===== src/rtl/tblink_rpc_rx_deframer.sv =====
// tblink_rpc_rx_deframer
// Strips the two-byte [dst][len-1] header from an 8-bit ready/valid byte
// stream and re-emits the payload through a single output register. Each
// output beat carries its own destination and last-byte flag, so the next
// packet's header can be consumed while the previous last beat is stalled.
// A wrapping 8-bit counter tracks packets whose last beat has drained.
module tblink_rpc_rx_deframer #(
    parameter int DATA_WIDTH = 8
) (
    input  logic                  clock,
    input  logic                  reset,
    input  logic [DATA_WIDTH-1:0] i_dat,
    input  logic                  i_valid,
    output logic                  i_ready,
    output logic [DATA_WIDTH-1:0] o_dat,
    output logic [7:0]            o_dst,
    output logic                  o_last,
    output logic                  o_valid,
    input  logic                  o_ready,
    output logic [7:0]            pkt_count
);

    typedef enum logic [1:0] {
        ST_HDR_DST = 2'd0,
        ST_HDR_LEN = 2'd1,
        ST_PAYLOAD = 2'd2
    } state_e;

    state_e                state_q, state_d;
    logic [7:0]            dst_q, dst_d;
    logic [7:0]            rem_q, rem_d;
    logic [DATA_WIDTH-1:0] dat_q, dat_d;
    logic [7:0]            odst_q, odst_d;
    logic                  last_q, last_d;
    logic                  valid_q, valid_d;
    logic [7:0]            cnt_q, cnt_d;

    logic                  i_ready_s;
    logic                  in_xfer_s;
    logic                  out_xfer_s;

    // Input readiness: headers are always accepted; payload only when the
    // output register is empty or draining this cycle.
    always_comb begin
        i_ready_s = 1'b1;
        case (state_q)
            ST_HDR_DST: i_ready_s = 1'b1;
            ST_HDR_LEN: i_ready_s = 1'b1;
            ST_PAYLOAD: i_ready_s = !valid_q || o_ready;
            default:    i_ready_s = 1'b1;
        endcase
    end

    assign in_xfer_s  = i_valid && i_ready_s;
    assign out_xfer_s = valid_q && o_ready;

    // Next-state logic for the header/payload FSM, output register and
    // packet counter.
    always_comb begin
        state_d = state_q;
        dst_d   = dst_q;
        rem_d   = rem_q;
        dat_d   = dat_q;
        odst_d  = odst_q;
        last_d  = last_q;
        valid_d = valid_q;
        cnt_d   = cnt_q;

        // Draining beat: count it if it closes a packet, empty the register
        // unless a new payload byte below refills it.
        if (out_xfer_s) begin
            valid_d = 1'b0;
            if (last_q) begin
                cnt_d = cnt_q + 8'd1;
            end else begin
                cnt_d = cnt_q;
            end
        end else begin
            valid_d = valid_q;
        end

        case (state_q)
            ST_HDR_DST: begin
                if (in_xfer_s) begin
                    dst_d   = i_dat[7:0];
                    state_d = ST_HDR_LEN;
                end else begin
                    state_d = ST_HDR_DST;
                end
            end
            ST_HDR_LEN: begin
                if (in_xfer_s) begin
                    rem_d   = i_dat[7:0];
                    state_d = ST_PAYLOAD;
                end else begin
                    state_d = ST_HDR_LEN;
                end
            end
            ST_PAYLOAD: begin
                if (in_xfer_s) begin
                    dat_d   = i_dat;
                    odst_d  = dst_q;
                    last_d  = (rem_q == 8'd0);
                    valid_d = 1'b1;
                    if (rem_q == 8'd0) begin
                        state_d = ST_HDR_DST;
                    end else begin
                        rem_d   = rem_q - 8'd1;
                        state_d = ST_PAYLOAD;
                    end
                end else begin
                    state_d = ST_PAYLOAD;
                end
            end
            default: begin
                state_d = ST_HDR_DST;
            end
        endcase
    end

    // State and output registers; asynchronous active-low reset discards
    // any partial packet and pending beat.
    always_ff @(posedge clock or negedge reset) begin
        if (!reset) begin
            state_q <= ST_HDR_DST;
            dst_q   <= 8'd0;
            rem_q   <= 8'd0;
            dat_q   <= {DATA_WIDTH{1'b0}};
            odst_q  <= 8'd0;
            last_q  <= 1'b0;
            valid_q <= 1'b0;
            cnt_q   <= 8'd0;
        end else begin
            state_q <= state_d;
            dst_q   <= dst_d;
            rem_q   <= rem_d;
            dat_q   <= dat_d;
            odst_q  <= odst_d;
            last_q  <= last_d;
            valid_q <= valid_d;
            cnt_q   <= cnt_d;
        end
    end

    assign i_ready   = i_ready_s;
    assign o_dat     = dat_q;
    assign o_dst     = odst_q;
    assign o_last    = last_q;
    assign o_valid   = valid_q;
    assign pkt_count = cnt_q;

endmodule


===== config.mk =====
export PLATFORM = sky130hd
export DESIGN_NAME = tblink_rpc_rx_deframer
export DESIGN_NICKNAME = d
export VERILOG_FILES = /design/src/rtl/tblink_rpc_rx_deframer.sv
export SDC_FILE = /design/constraint.sdc
export NUM_CORES = 1
export LEC_CHECK = 0
export ABC_AREA = 1
export CAP_MARGIN = 40
export CORE_MARGIN = 1.5
export CORE_UTILIZATION = 55
export DETAILED_ROUTE_END_ITERATION = 10
export PLACE_DENSITY = 0.84
export SLEW_MARGIN = 20
export SYNTH_ARGS = -nofsm -noshare
export SYNTH_HDL_FRONTEND = slang
export SYNTH_SLANG_ARGS = --single-unit
export TNS_END_PERCENT = 20

===== constraint.sdc =====
create_clock -name clock -period 4.5 [get_ports clock]
set_clock_uncertainty 0.15 [all_clocks]
set_input_delay 0.9 -clock clock [delete_from_list [all_inputs] [get_ports clock]]
set_output_delay 0.9 -clock clock [all_outputs]
set_load 0.01 [all_outputs]

# Word level (Yosys, flattened, before mapping)
# Cells that the tools add are included.
# W data, S select, Z words.
# classes
addsub,2
eq_ne,5
mux,13
reduce_logical,11
# ops
cell,count
$mux W8,3
$pmux W8 S2,1
$add A8 B1 Y8 const B,1
$logic_not A8 Y1,1
$sub A8 B1 Y8 const B,1
$mux W2,3
$ne A2 B2 Y1 const B,3
$pmux W2 S3,1
$reduce_and A2 Y1,3
$mux W1,5
$reduce_and A4 Y1,1
$eq A2 B1 Y1 const B,1
$eq A2 B2 Y1 const B,1
$logic_and A1 B1 Y1,2
$logic_not A2 Y1,1
$reduce_bool A2 Y1,1
$logic_not A1 Y1,1
$logic_or A1 B1 Y1,1
# word_totals
regBits,44
inputBits,12
elab_cells,39

# Longest topological paths before layout
# Gate-level depths: netlist of run 1.
# depth
depth_word,6
ltp_mapped,9
depth_no_buf,8

# Worst setup path after synthesis of run 1
# Ideal clock, no wire load.
# synth_timing
path_type,input -> output
startpoint,input port o_ready
endpoint,output port i_ready
arrival_time_ns,1.077
required_ns,3.450
setup_slack_ns,2.373
path_stages,2
path_buffers,0
path_cell_list,inv_1 -> nand3_1
# synth_between
elab_chain_len,2
# synth_lines
element,line_no,source
from (decl),19,"input logic o_ready,"
$logic_or A1 B1 Y1,49,ST_PAYLOAD: i_ready_s = !valid_q || o_ready;
$mux W1,46,case (state_q)
to (decl),14,"output logic i_ready,"
# Every way passes these cells.

# Worst setup path after layout of run 1
# Same ends and word-level chain as after synthesis.

==> results.py, run 1 <==
metrics = {
    "floorplan": {
        "io_pins": 39,
        "coreArea_mm2": 0.003442,
        "start_util_pct": 58.85,
        "die_y_um": 63.69,
        "die_area_mm2": 0.004056,
        "rows": 21,
        "die_x_um": 63.69,
    },
    "placed_design": {
        "gp_congestion": 0.8538,
        "dp_hpwl_um": 3056,
        "placed_area_mm2": 0.002452,
        "io_buffers": 38,
    },
    "setup_path": {
        "critical_path_peak_fanout": 2,
        "startpoint_type": "input pin",
        "reg2reg_depth": 7,
        "cp.arrival_ns": 2.07,
        "r2r_slack_ns": 2.56,
        "crit_type": "input pin to output pin",
        "required_ns": 3.45,
        "end_kind": "output pin",
        "r2r_end": "rem_q[2]",
        "r2r-start": "state_q[0]",
    },
    "power": {
        "p_leak_nw": 1.262,
        "p_comb_share_pct": 42.9,
        "switching_power_uw": 636.3,
        "swShare_pct": 39.26,
        "seqPwrFrac_pct": 42.5,
        "power.density_mw_per_mm2": 639.7,
        "intPower_uw": 984.5,
        "clock_power_share_pct": 14.6,
        "irDropWorstVdd_v": 0.0004101,
    },
    "finish": {
        "antenna_cells": 0,
        "syn2layout_area_growth_pct": 25.08,
        "final_nets": 295,
        "fin_area_mm2": 0.002534,
        "n_fill_cell": 259,
        "drive_gt1_share_pct": 5.714,
    },
    "synth": {
        "synth_area_leader_cell": "dfrtp_1",
        "ys_ff_latch": 44,
        "syn_avg_cell_area_um2": 8.476,
        "postSynthCellCount": 239,
        "yosys_warnings": 0,
        "syn-num-nets": 254,
        "ys_types": 22,
        "seq_area_frac_synth_pct": 54.35,
        "synth_top_cell_area_share_pct": 54.35,
        "synthTopCellsByArea": "dfrtp_1 (54%), nand2_1 (15%), o21ai_0 (6.4%)",
        "netlist_area_mm2": 0.002026,
    },
    "timing": {
        "tns_ns": 0,
        "timing.fmax_mhz": 320.5,
        "report.final.slew_viol_count": 0,
        "rsz0062_at_grt": "false",
        "worstMarginPinSlew_ns": 0.5948,
        "setup_viol": 0,
        "hold_viol_final": 0,
        "slew_headroom_pct": 60.24,
        "min_period_ns": 3.120,
        "period_share_pct": 69.33,
    },
    "routing": {
        "firstDrtPassIters": 4,
        "drc": 0,
        "antenna_left": 0,
        "wl_per_cell_um": 12.80,
        "viasPerCell": 5.172,
        "wl_um": 4172,
        "drt_iter0_drc": 74,
        "vias": 1686,
    },
    "worst_hold_path": {
        "hp-start": "dst_q[7]",
        "hold_class": "flop to flop",
        "min_to": "o_dst[7]",
        "whs_path_depth": 2,
    },
    "grt": {
        "grt.overflow.total": 0,
        "grt_pass1_wl_um": 7341,
        "grt_pass1_vias": 1673,
        "antenna_found_initial": 0,
        "grt_start_max_net_pins": 30,
        "track_usage_pct": 23.30,
    },
    "outcome": {
        "status": "complete, no violations",
    },
    "clock_network": {
        "cts_sinks": 44,
        "cts_tree": "done",
        "clockBufferDepth": 2,
        "clk_latency_ns": 0.30,
        "clockRootBuffer": "clkbuf_8",
        "ctsResizeCount": 0,
        "htreeDepth": 2,
        "hold_buffers": 0,
        "cts_buffers": 5,
        "postCtsSetupRepairBufs": 0,
        "path_clk_slew_ns": 0.08,
    },
    "run": {
        "cap_violations": 0,
    },
}
-- synth_stat cells --
master / count
o21ai_0: 26
nor2_1: 12
buf_1: 1
nand4_1: 1
nand4_2: 1
nand3_1: 24
dfrtp_1: 44
o21ai_1: 1
nor3_1: 1
clkbuf_1: 3
xor2_1: 5
nand2_1: 81
xnor2_1: 2
buf_6: 1
clkinv_4: 1
nand2_4: 1
nor2_4: 2
nand2_2: 1
ha_1: 3
o21a_1: 1
inv_1: 26
nand3_4: 1
-- cells in the final DEF, fill, tap and decap left out --
cell type,n
buf_12,1
buf_2,1
clkbuf_8,5
clkdlybuf4s50_1,37
clkinv_2,1
clkinv_4,1
clkinvlp_4,1
dfrtp_1,44
ha_1,3
inv_1,26
nand2_1,81
nand2_2,1
nand2_4,1
nand3_1,24
nand3_4,1
nand4_1,1
nand4_2,1
nor2_1,12
nor2_4,2
nor3_1,1
o21a_1,1
o21ai_0,26
o21ai_1,1
xnor2_1,2
xor2_1,5
-- metrics by stage --
step	power (mW)	instances	util (%)	setup slack [ns]	hold slack [ns]
5_1_grt	1.755	326	73.61	1.335	0.3516
6_report	1.621	326	73.61	1.380	0.3299
2_1_floorplan	1.095	239	-	2.373	0.2922
3_5_place_dp	1.389	319	71.25	1.387	0.3121
4_1_cts	1.628	326	73.61	1.380	0.3314
3_3_place_gp	1.355	318	70.67	1.410	0.3047
-- power by group through the flow --
stage / sequential, mW / clock (mW) / combinational [mW]
4_1_cts: 0.688 / 0.240 / 0.700
3_5_place_dp: 0.692 / 0 / 0.697
6_report: 0.689 / 0.237 / 0.695
2_1_floorplan: 0.714 / 0 / 0.381
5_1_grt: 0.710 / 0.258 / 0.787
3_3_place_gp: 0.689 / 0 / 0.666
-- routing by layer --
metal  share of wire (%)  wire length, µm  vias to the layer above  GRT usage, %
met5                   0                0                        -             0
met4                 1.6               65                        0         6.793
met3                 6.4              268                        8         5.536
met2                  48             2001                       65         39.34
met1                  44             1836                      782         29.87
li1                    -                -                      831             -
-- worst max path at each step --
stage / slack [ns] / startpoint / to / cells past startpoint
global placement: 1.41 / o_ready / i_ready / 4
CTS: 1.38 / o_ready / i_ready / 4
floorplan: 2.37 / o_ready / i_ready / 2
detailed placement: 1.39 / o_ready / i_ready / 4
global route: 1.33 / o_ready / i_ready / 4
finish: 1.38 / o_ready / i_ready / 4
-- state kept, by name, summed over array words and instances, names as in the netlist --
name / flops
rem_q: 8
o_valid: 1
dst_q: 8
state_q: 2
pkt_count: 8
o_last: 1
o_dst: 8
o_dat: 8
-- worst max-delay path, cell delays in order --
cell             delay [ns]
clkdlybuf4s50_1        0.48
inv_1                  0.05
nand3_1                0.10
clkdlybuf4s50_1        0.54
-- kinds of logic after synthesis --
kind of cell	Yosys count	share of synthesized area, %
and+or+nand+nor	125	27.18
AOI/OAI and AO/OA	28	7.041
xor gates and xnor gates	7	3.027
DFF	44	54.35
buffers and inverters	32	6.547
adders and majority gates	3	1.853
-- cell type report --
type                       count  area [µm²]  share of cell area (%)
clock inverter                 2       12.51                  0.4938
multi-input combinational    163       792.0                   31.26
inverter                      27       106.4                   4.198
tap                           46       57.56                   2.272
clock buffer                   5       68.82                   2.716
sequential                    44        1101                   43.46
timing repair buffer          39       395.4                   15.60
No activity file was read; power rests on OpenSTA's default activity.
==> run 2: changes to the inputs <==
--- a/config.mk
+++ b/config.mk
@@ -8,9 +8,9 @@
 export ABC_AREA = 1
 export CAP_MARGIN = 40
 export CORE_MARGIN = 1.5
-export CORE_UTILIZATION = 55
+export CORE_UTILIZATION = 46
 export DETAILED_ROUTE_END_ITERATION = 10
-export PLACE_DENSITY = 0.84
+export PLACE_DENSITY = 0.75
 export SLEW_MARGIN = 20
 export SYNTH_ARGS = -nofsm -noshare
 export SYNTH_HDL_FRONTEND = slang
==> constraint.sdc (replaced) <==
create_clock -name clock -period 2.8 [get_ports clock]
set_clock_uncertainty 0.15 [all_clocks]
set_input_delay 0.56 -clock clock [delete_from_list [all_inputs] [get_ports clock]]
set_output_delay 0.56 -clock clock [all_outputs]
set_load 0.01 [all_outputs]
==> run 2 against run 1 <==
Largest power group unchanged. Core utilization shrank 11 points. Critical endpoint unchanged. Non-clock buffer count up 2. Critical path depth is the same. Sequential power increased by 61%. First-iteration DRC count increased by 24%.
==> results.py, run 2 (synthesized netlist as in run 1, its figures left out) <==
metrics = {
    "timing": {
        "period_share_pct": 86.80,
        "hold_viol_final": 0,
        "rsz0062_at_grt": "false",
        "report.final.slew_viol_count": 0,
        "tns_ns": 0,
        "min_period_ns": 2.430,
        "worstMarginPinSlew_ns": 0.5734,
        "timing.fmax_mhz": 411.5,
        "setup_viol": 0,
        "slew_headroom_pct": 61.67,
        "setup_slack_ns": 0.3697,
    },
    "setup_path": {
        "crit_type": "input pin to output pin",
        "critPathMaxStageDelay_ns": 0.54,
        "critical_path_peak_fanout": 2,
        "reg2reg_depth": 9,
        "cp_cell_sequence": "clkdlybuf4s50_1 -> inv_1 -> nand3_1 -> clkdlybuf4s50_1",
        "crit_start": "o_ready",
        "critPathBufInv": 3,
        "cp_top_family": "buffers and inverters",
        "startpoint_type": "input pin",
        "critPathSlowestCell": "clkdlybuf4s50_1",
        "required_ns": 2.09,
        "cpMostUsedCell": "clkdlybuf4s50_1",
        "r2r-start": "state_q[1]",
        "end_kind": "output pin",
        "crit_cells": 4,
        "cp.arrival_ns": 1.72,
    },
    "finish": {
        "final_nets": 297,
        "final_core_util_pct": 62.72,
        "syn2layout_area_growth_pct": 27.42,
        "layout_common_cells": "nand2_1 (81), dfrtp_1 (44), clkdlybuf4s50_1 (37)",
        "layout_commonest_cell": "nand2_1",
        "drive_gt1_share_pct": 6.714,
        "fin_area_mm2": 0.002581,
        "antenna_cells": 0,
    },
    "grt": {
        "grt_pass1_wl_um": 7210,
        "antenna_found_initial": 0,
        "track_usage_pct": 18.95,
        "grt_start_max_net_pins": 26,
        "grt.overflow.total": 0,
        "grt_pass1_vias": 1507,
    },
    "clock_network": {
        "postCtsSetupRepairBufs": 0,
        "hold_buffers": 0,
        "clockBufferDepth": 2,
        "clockRootBuffer": "clkbuf_8",
        "cts_buffers": 5,
        "cts_sinks": 44,
        "path_clk_slew_ns": 0.09,
        "ctsResizeCount": 0,
        "cts_tree": "done",
        "clk_latency_ns": 0.29,
        "htreeDepth": 2,
    },
    "floorplan": {
        "die_y_um": 69.36,
        "io_pins": 39,
        "die_x_um": 69.36,
        "die_area_mm2": 0.004811,
        "start_util_pct": 49.22,
        "rows": 23,
        "coreArea_mm2": 0.004115,
    },
    "routing": {
        "wl_per_cell_um": 12.77,
        "vias": 1659,
        "firstDrtPassIters": 4,
        "drt_iter0_drc": 92,
        "wl_um": 4254,
        "drc": 0,
        "viasPerCell": 4.982,
        "antenna_left": 0,
    },
    "worst_hold_path": {
        "hold_class": "input pin to async pin",
    },
    "power": {
        "power.density_mw_per_mm2": 1063,
        "p_leak_nw": 1.288,
        "fin_total_pwr_mw": 2.744,
        "irDropWorstVdd_v": 0.0005174,
    },
    "placed_design": {
        "dp_hpwl_um": 3047,
        "dp_slack_ns": 0.3649,
        "io_buffers": 38,
        "gp_congestion": 0.8653,
        "placed_area_mm2": 0.002460,
    },
    "outcome": {
        "status": "complete, no violations",
    },
    "run": {
        "cap_violations": 0,
    },
}
==> run 2: cell types whose count changed in the layout (fill, tap and decap cells not counted), sizes merged <==
cell	previous run	this run
clkinvlp	1	0
bufinv	0	1
clkbuf	5	6
buf	2	4
==> run 2: routing by layer <==
| metal | track usage [%] | share of wire [%] | vias to the layer above |
|---|---|---|---|
| met5 | 0 | 0 | - |
| li1 | - | - | 839 |
| met4 | 6.536 | 1.2 | 0 |
| met2 | 29.70 | 45 | 44 |
| met3 | 3.488 | 4.3 | 5 |
| met1 | 26.52 | 49 | 771 |
==> run 2: report_power, final <==
group | internal, mW | switching, mW
clock | 0.292 | 0.219
combinational | 0.517 | 0.607
sequential | 0.905 | 0.204
total | 1.71 | 1.03
==> run 2: final cells by class <==
class	instances	area, µm²
timing repair buffer	41	397.9
fill	359	1534
inverter	27	106.4
clock inverter	2	38.79
multi-input combinational	163	792.0
tap	50	62.56
clock buffer	6	82.58
sequential	44	1101
==> run 2: worst register-to-register path: stages, from the launching register on <==
cell and delay (ns):
dfrtp_1 0.38, inv_1 0.11, nor2_4 0.04, buf_4 0.18, nand3_4 0.09, clkinv_4 0.11
nand2_4 0.12, nand2_2 0.16, nand3_1 0.15, nand2_1 0.06
==> run 2: worst paths after layout <==
path                           endpoint  slack [ns]
setup / recovery                i_ready        0.37
hold / removal             pkt_count[1]        0.08
setup reg to reg               rem_q[7]        1.15
hold reg to reg                o_dst[0]        0.34
max in group asynchronous      rem_q[6]        1.72
min in group clock             o_dst[0]        0.34
==> run 2: per-stage QoR <==
stage / instances / hold WS, ns
2_1_floorplan: 239 / 0.1144
3_3_place_gp: 325 / 0.3117
3_5_place_dp: 325 / 0.3157
4_1_cts: 333 / 0.09204
5_1_grt: 333 / 0.1198
6_report: 333 / 0.07681
==> run 3: changes to the inputs <==
--- a/config.mk
+++ b/config.mk
@@ -6,7 +6,7 @@
 export NUM_CORES = 1
 export LEC_CHECK = 0
 export ABC_AREA = 1
-export CAP_MARGIN = 40
+export CAP_MARGIN = 25
 export CORE_MARGIN = 1.5
 export CORE_UTILIZATION = 46
 export DETAILED_ROUTE_END_ITERATION = 10
==> results of run 3 <==
The final DEF is identical to that of run 2; final timing and power are the same.
